$ cat src/rtl/toast_if_stage_pkg.sv
// Shared constants and helpers for the toast instruction-fetch stage.
package toast_if_stage_pkg;

  localparam int unsigned XLEN              = 32;
  localparam logic [31:0] DEFAULT_RESET_PC  = 32'h0000_0000;
  localparam logic [31:0] DEFAULT_NOP_INSTR = 32'h0000_0013;
  localparam int unsigned PC_INCR           = 4;

  function automatic logic addr_misaligned(input logic [1:0] lsb);
    return |lsb;
  endfunction

endpackage

$ cat src/rtl/toast_if_stage_if.sv
// Fetch-stage bus: control inputs, instruction memory port and decode-facing outputs.
interface toast_if_stage_if #(
  parameter int unsigned W = 32
) ();

  logic         stall_i;
  logic         flush_i;
  logic         branch_en_i;
  logic [W-1:0] branch_dest_i;
  logic [W-1:0] imem_rd_data_i;
  logic [W-1:0] IF_imem_addr_o;
  logic         IF_imem_rd_en_o;
  logic [W-1:0] IF_pc_o;
  logic [W-1:0] IF_instruction_o;
  logic         IF_misaligned_o;

  modport master (
    input  stall_i, flush_i, branch_en_i, branch_dest_i, imem_rd_data_i,
    output IF_imem_addr_o, IF_imem_rd_en_o, IF_pc_o, IF_instruction_o, IF_misaligned_o
  );

  modport slave (
    output stall_i, flush_i, branch_en_i, branch_dest_i, imem_rd_data_i,
    input  IF_imem_addr_o, IF_imem_rd_en_o, IF_pc_o, IF_instruction_o, IF_misaligned_o
  );

endinterface

$ cat src/rtl/toast_if_stage_pc_gen.sv
// Program counter: redirect beats stall beats sequential increment; flags misaligned redirects.
module toast_pc_gen
  import toast_if_stage_pkg::*;
#(
  parameter int unsigned       W        = XLEN,
  parameter logic [W-1:0]      RESET_PC = DEFAULT_RESET_PC
) (
  input  logic         clk_i,
  input  logic         resetn_i,
  input  logic         stall_i,
  input  logic         branch_en_i,
  input  logic [W-1:0] branch_dest_i,
  output logic [W-1:0] pc_o,
  output logic         misaligned_o
);

  logic [W-1:0] pc_d, pc_q;
  logic         misaligned_d, misaligned_q;

  always_comb begin
    pc_d         = pc_q;
    misaligned_d = branch_en_i & addr_misaligned(branch_dest_i[1:0]);
    if (branch_en_i) begin
      pc_d = {branch_dest_i[W-1:2], 2'b00};
    end else if (stall_i) begin
      pc_d = pc_q;
    end else begin
      pc_d = pc_q + W'(PC_INCR);
    end
  end

  always_ff @(posedge clk_i) begin
    if (!resetn_i) begin
      pc_q         <= RESET_PC;
      misaligned_q <= 1'b0;
    end else begin
      pc_q         <= pc_d;
      misaligned_q <= misaligned_d;
    end
  end

  assign pc_o         = pc_q;
  assign misaligned_o = misaligned_q;

endmodule

$ cat src/rtl/toast_if_stage.sv
// Instruction-fetch stage: issues fetches, squashes wrong-path returns and
// holds the presented instruction across decode stalls.
module toast_if_stage
  import toast_if_stage_pkg::*;
#(
  parameter int unsigned                REG_DATA_WIDTH = XLEN,
  parameter logic [REG_DATA_WIDTH-1:0]  RESET_PC       = DEFAULT_RESET_PC,
  parameter logic [REG_DATA_WIDTH-1:0]  NOP_INSTR      = DEFAULT_NOP_INSTR
) (
  input  logic              clk_i,
  input  logic              resetn_i,
  toast_if_stage_if.master  bus
);

  localparam int unsigned W = REG_DATA_WIDTH;

  logic [W-1:0] pc_s;
  logic         misaligned_s;
  logic         rd_en_s;
  logic [W-1:0] fetch_pc_d, fetch_pc_q;
  logic [W-1:0] hold_d, hold_q;
  logic         hold_valid_d, hold_valid_q;
  logic         kill_d, kill_q;

  toast_pc_gen #(
    .W        (W),
    .RESET_PC (RESET_PC)
  ) u_pc_gen (
    .clk_i         (clk_i),
    .resetn_i      (resetn_i),
    .stall_i       (bus.stall_i),
    .branch_en_i   (bus.branch_en_i),
    .branch_dest_i (bus.branch_dest_i),
    .pc_o          (pc_s),
    .misaligned_o  (misaligned_s)
  );

  assign rd_en_s = resetn_i & (~bus.stall_i | bus.branch_en_i);

  // Capture the presented word on the first live stall cycle so a stalled
  // decode sees it unchanged even though the memory is not re-read.
  always_comb begin
    fetch_pc_d   = rd_en_s ? pc_s : fetch_pc_q;
    kill_d       = bus.branch_en_i | bus.flush_i;
    hold_d       = hold_q;
    hold_valid_d = hold_valid_q;
    if (bus.flush_i || bus.branch_en_i) begin
      hold_valid_d = 1'b0;
    end else if (!bus.stall_i) begin
      hold_valid_d = 1'b0;
    end else if (!hold_valid_q && !kill_q) begin
      hold_d       = bus.imem_rd_data_i;
      hold_valid_d = 1'b1;
    end else begin
      hold_valid_d = hold_valid_q;
    end
  end

  always_ff @(posedge clk_i) begin
    if (!resetn_i) begin
      fetch_pc_q   <= '0;
      kill_q       <= 1'b1;
      hold_q       <= '0;
      hold_valid_q <= 1'b0;
    end else begin
      fetch_pc_q   <= fetch_pc_d;
      kill_q       <= kill_d;
      hold_q       <= hold_d;
      hold_valid_q <= hold_valid_d;
    end
  end

  always_comb begin
    bus.IF_pc_o          = fetch_pc_q;
    bus.IF_instruction_o = bus.imem_rd_data_i;
    if (kill_q) begin
      bus.IF_pc_o          = '0;
      bus.IF_instruction_o = NOP_INSTR;
    end else if (hold_valid_q) begin
      bus.IF_instruction_o = hold_q;
    end else begin
      bus.IF_instruction_o = bus.imem_rd_data_i;
    end
  end

  assign bus.IF_imem_addr_o  = pc_s;
  assign bus.IF_imem_rd_en_o = rd_en_s;
  assign bus.IF_misaligned_o = misaligned_s;

endmodule

$ cat src/flat_wrapper.sv
// flat-port wrapper written by rule: the top's interface ports become plain ports
module toast_if_stage_flat import toast_if_stage_pkg::*;
#(
  parameter int unsigned                REG_DATA_WIDTH = XLEN,
  parameter logic [REG_DATA_WIDTH-1:0]  RESET_PC       = DEFAULT_RESET_PC,
  parameter logic [REG_DATA_WIDTH-1:0]  NOP_INSTR      = DEFAULT_NOP_INSTR
)
  (clk_i, resetn_i, bus_stall_i, bus_flush_i, bus_branch_en_i, bus_branch_dest_i, bus_imem_rd_data_i, bus_IF_imem_addr_o, bus_IF_imem_rd_en_o, bus_IF_pc_o, bus_IF_instruction_o, bus_IF_misaligned_o);
  toast_if_stage_if #(.W(32)) bus_i ();
  input  logic clk_i;
  input  logic resetn_i;
  input wire logic [$bits(bus_i.stall_i)-1:0] bus_stall_i;
  input wire logic [$bits(bus_i.flush_i)-1:0] bus_flush_i;
  input wire logic [$bits(bus_i.branch_en_i)-1:0] bus_branch_en_i;
  input wire logic [$bits(bus_i.branch_dest_i)-1:0] bus_branch_dest_i;
  input wire logic [$bits(bus_i.imem_rd_data_i)-1:0] bus_imem_rd_data_i;
  output wire logic [$bits(bus_i.IF_imem_addr_o)-1:0] bus_IF_imem_addr_o;
  output wire logic [$bits(bus_i.IF_imem_rd_en_o)-1:0] bus_IF_imem_rd_en_o;
  output wire logic [$bits(bus_i.IF_pc_o)-1:0] bus_IF_pc_o;
  output wire logic [$bits(bus_i.IF_instruction_o)-1:0] bus_IF_instruction_o;
  output wire logic [$bits(bus_i.IF_misaligned_o)-1:0] bus_IF_misaligned_o;
  assign bus_i.stall_i = bus_stall_i;
  assign bus_i.flush_i = bus_flush_i;
  assign bus_i.branch_en_i = bus_branch_en_i;
  assign bus_i.branch_dest_i = bus_branch_dest_i;
  assign bus_i.imem_rd_data_i = bus_imem_rd_data_i;
  assign bus_IF_imem_addr_o = bus_i.IF_imem_addr_o;
  assign bus_IF_imem_rd_en_o = bus_i.IF_imem_rd_en_o;
  assign bus_IF_pc_o = bus_i.IF_pc_o;
  assign bus_IF_instruction_o = bus_i.IF_instruction_o;
  assign bus_IF_misaligned_o = bus_i.IF_misaligned_o;
  toast_if_stage #(.REG_DATA_WIDTH(REG_DATA_WIDTH), .RESET_PC(RESET_PC), .NOP_INSTR(NOP_INSTR)) u_core (.clk_i(clk_i), .resetn_i(resetn_i), .bus(bus_i));
endmodule
$ cat config.mk
export PLATFORM = sky130hd
export DESIGN_NAME = toast_if_stage_flat
export DESIGN_NICKNAME = d
export VERILOG_FILES = /design/src/rtl/toast_if_stage_pkg.sv /design/src/rtl/toast_if_stage_if.sv /design/src/rtl/toast_if_stage_pc_gen.sv /design/src/rtl/toast_if_stage.sv /design/src/flat_wrapper.sv
export SDC_FILE = /design/constraint.sdc
export NUM_CORES = 1
export LEC_CHECK = 0
export BUFFER_PORTS_ARGS = -buffer_cell sky130_fd_sc_hd__buf_2
export CORE_MARGIN = 5
export CORE_UTILIZATION = 30
export CTS_CLUSTER_DIAMETER = 30
export DETAILED_ROUTE_END_ITERATION = 12
export SYNTH_ARGS = -nofsm -noshare
export SYNTH_HDL_FRONTEND = slang
export SYNTH_HIERARCHICAL = 1
export SYNTH_SLANG_ARGS = --single-unit
$ cat constraint.sdc
create_clock -name clk_i -period 2 [get_ports clk_i]
set_input_delay 0.1 -clock clk_i [delete_from_list [all_inputs] [get_ports clk_i]]
set_output_delay 0.1 -clock clk_i [all_outputs]
set_load 0.01 [all_outputs]
==> run summary <==
## Worst setup path
- 5 — logic depth of the worst register-to-register path
- 2.06 ns — arrival time worst endpoint
- 2.23 ns — required time worst endpoint
- 0.17 ns — slack of the worst reg-to-reg path
- u_core/u_pc_gen/pc_o[2] — Crit Reg-Reg Startpoint
- u_core/u_pc_gen/pc_o[26] — Setup crit end
- 7 — top fanout value on the critical path
- u_core/u_pc_gen/pc_o[2] — start point of the critical path
- flop — Critical Path Sink Type
- flop to flop — Crit Path Class
- flop — type of origin of the critical path
- u_core/u_pc_gen/pc_o[26] — destination of the worst register-to-register timing path

## CTS
- sky130_fd_sc_hd__clkbuf_16 — clk root buf
- 29 — number of buffers added to fix hold violations after cts
- 0 — CTS-repair resized insts
- 0.07 ns — clock transition at the registers of the reported paths
- 3 — number of levels in the clock H-tree
- 2 — maximum number of buffers from clock root to sink
- 0 — number of setup buffers added after CTS
- built — CTS tree
- 9 — clock buffers created by TritonCTS
- 0.35 ns — clock insertion delay at the later pin of the skew report
- 97 — Num Clock Sinks

## GRT
- 68 — pin count of the biggest net entering global routing
- 0 — antenna violations before repair
- 0 — total global routing overflow
- 25900 um — global-route wire length before repair
- 4886 — number of global-route vias before repair
- 16.3% — overall fraction of global-route tracks in use

## Timing
- 0 ns — setup TNS after final layout
- 0.0127 ns — smallest hold slack
- 91.3% — part of the cycle the worst path needs
- 548 MHz — highest clock rate
- false — setup repair after global routing missed its margin
- 0.00951 ns — Max Clock Skew
- 58.3% — worst relative slew slack
- 0 — count of endpoints failing setup in the final report
- 1.83 ns — Tmin final
- 0.625 ns — transition at the pin with the smallest max-transition slack
- 0 — number of max-slew violations in the final report
- 0 — Hold Fails Final Rpt

## Floorplan
- 167 — Top-Level Pins
- 141 um — Die Y-Extent
- 30.7% — initial core utilization
- 16600 um2 — area of the placeable core
- 141 um — Die X-Extent
- 19700 um2 — full die area
- 47 — total number of placement rows

## Hold path
- input port to flop — class of the most critical hold timing path

## Cells and area
- 6810 um2 — post-route cell area
- 33.3% — synthesis-to-finish area growth
- 26.4% — layout cells sized above 1
- 0 — Ant. Diodes
- 880 — nets
- 1742 — # fillers
- 40.9% — share of the core filled with cells

## Synth
- 97 — flip-flop and latch count after synthesis
- 12.7% — mux cell area share after synthesis
- sky130_fd_sc_hd__dfxtp_1 — cell taking the most area after synthesis
- 8.14 um2 — synthesized area per cell
- 6 — Yosys warning total
- 38.0% — fraction of synthesized cell area taken by the top area cell type
- 12.9% — synthesized-area fraction occupied by ao, oa, aoi and oai cells
- simple AND/OR/NAND/NOR gates — dominant combinational cell family by area after synthesis
- 0.245% — Synth Area in Adders
- 0% — fraction of synthesis flops using an asynchronous set or reset pin
- sky130_fd_sc_hd__dfxtp_1, sky130_fd_sc_hd__mux2i_1, sky130_fd_sc_hd__nand2_1 — Area contributors post-synth
- 628 — Post-Syn Instances
- 1.54% — parity-gate share of the synthesized area counting xor and xnor cells
- 0 — Post-synth EDFFs
- 38.0% — sequential area share after synthesis
- 29.5% — share of synthesized cell area in and, or, nand and nor gates
- 5110 um2 — cell area after synthesis
- 52 — distinct cell type count after synthesis
- sky130_fd_sc_hd__dfxtp_1 — predominant post-synthesis flop cell

## Pwr
- 1.17 mW — switching power total
- 13.5% — relative contribution of combinational cells to total power
- 2.81 nW — P_leak
- 3.42 mW — internal power of the cells
- 0.000372 V — maximum vdd ir drop
- 673 nW/um2 — Pwr per Cell Area
- 45.7% — share of power burned in registers
- 25.4% — switching share of power
- 40.7% — part of the total power dissipated in the clock network

## Route
- 0 — DRT antenna net count
- 229 — number of design-rule violations left by the first detailed-router iteration
- 0 — DRC violation count after routing
- 15.7 um — routed wirelength normalized by instance count
- 4.88 — Via-to-Cell Ratio
- 16200 um — total routed wirelength
- 5042 — total via count in the routed design
- 4 — first drt pass iteration count

## Run
- 0 — max_cap viols

## Placed design
- 6200 um2 — placement-stage cell area
- 11500 um — estimated wirelength of the detail-placed design
- 0.882 — global placer's final weighted congestion
- 164 — I/O Buffers

## Status
- finished, final reports clean — result of the run

[synthesized netlist by cell type, drive strengths merged, types with 6 or more instances]
| cell | instances |
|---|---|
| nand3 | 19 |
| buf | 20 |
| nor4 | 7 |
| nand2 | 148 |
| and4 | 8 |
| o211a | 6 |
| a21boi | 32 |
| and3 | 6 |
| mux2i | 65 |
| clkbuf | 28 |
| dfxtp | 97 |
| nor2 | 38 |
| nand4 | 10 |
| o21ai | 24 |
| nor3 | 7 |
| nor2b | 38 |
| a311oi | 6 |
| a21oi | 8 |
[cell type report]
class                           count  area [um2]  area share (%)
Inverter                            4        15.0           0.220
Clock buffer                       10         239            3.51
Timing Repair Buffer              218        1340            19.6
Clock inverter                      5        80.1            1.18
Multi-Input combinational cell    480        2920            42.9
Tap cell                          220         275            4.04
Sequential cell                    97        1940            28.5
[cell usage in the layout (no fill, tap or decap), drive strengths merged, types with 5 or more instances in the layout]
| cell | n |
|---|---|
| nor2b | 38 |
| mux2i | 65 |
| dfxtp | 97 |
| nand3 | 19 |
| nand2 | 148 |
| and3 | 6 |
| clkbuf | 10 |
| nor3 | 7 |
| dlygate4sd3 | 29 |
| a21oi | 8 |
| buf | 189 |
| nor4 | 7 |
| a311oi | 6 |
| nor2 | 38 |
| xor2 | 5 |
| o211a | 6 |
| nand4 | 10 |
| a31oi | 5 |
| a21boi | 32 |
| nor3b | 5 |
| o21ai | 24 |
| and4 | 8 |
[logic make-up (layout without fill, tap and decap cells)]
group | after synthesis | in the layout
AND/OR/NAND/NOR | 308 | 308
flip-flops | 97 | 97
AO/OA/AOI/OAI | 95 | 95
multiplexers | 65 | 65
buffers and inverters | 52 | 237
XOR/XNOR | 9 | 9
adder cells (fa/ha/maj) | 1 | 1
other | 1 | 2
[flip-flops by register name (all words and copies together), names as in the netlist]
name,flops
u_core/hold_valid_q,1
u_core/u_pc_gen/pc_o,30
u_core/fetch_pc_q,32
u_core/hold_q,32
u_core/kill_q,1
u_core/u_pc_gen/misaligned_o,1
[power by group through the flow]
stage               combinational, mW  clock (mW)  sequential [mW]
floorplan                       0.300           0             2.15
global placement                0.580           0             2.14
detailed placement              0.580           0             2.14
CTS                             0.627        1.93             2.10
global route                    0.689        2.01             2.11
finish                          0.621        1.87             2.10
[critical path, stage by stage (launching register included)]
cell	delay, ns
sky130_fd_sc_hd__dfxtp_1	0.33
sky130_fd_sc_hd__ha_1	0.23
sky130_fd_sc_hd__nand2b_1	0.20
sky130_fd_sc_hd__nor2_1	0.37
sky130_fd_sc_hd__a21oi_1	0.12
sky130_fd_sc_hd__or3b_2	0.46
[through the flow]
step	std cells	setup WS, ns	power [mW]
2_1_floorplan	629	0.241	2.45
3_3_place_gp	990	0.294	2.72
3_5_place_dp	990	0.233	2.72
4_1_cts	1034	0.213	4.66
5_1_grt	1034	0.0220	4.82
6_report	1034	0.174	4.59
[worst min-delay path by stage]
stage,start,to,cells after the start
global route,bus_imem_rd_data_i[17],u_core/hold_q[17],3
floorplan,bus_flush_i,u_core/kill_q,1
CTS,bus_imem_rd_data_i[7],u_core/hold_q[7],3
finish,bus_imem_rd_data_i[1],u_core/hold_q[1],3
global placement,bus_branch_dest_i[0],u_core/u_pc_gen/misaligned_o,2
detailed placement,bus_branch_dest_i[0],u_core/u_pc_gen/misaligned_o,2
[per-layer routing]
metal / global-route usage (%) / part of all wire (%) / vias up
met5: 0 / 0 / -
met4: 4.90 / 2.3 / 0
met3: 4.60 / 6.6 / 21
met2: 27.3 / 48 / 143
met1: 20.3 / 43 / 2345
li1: - / - / 2533
No activity file was read; power rests on OpenSTA's default activity.
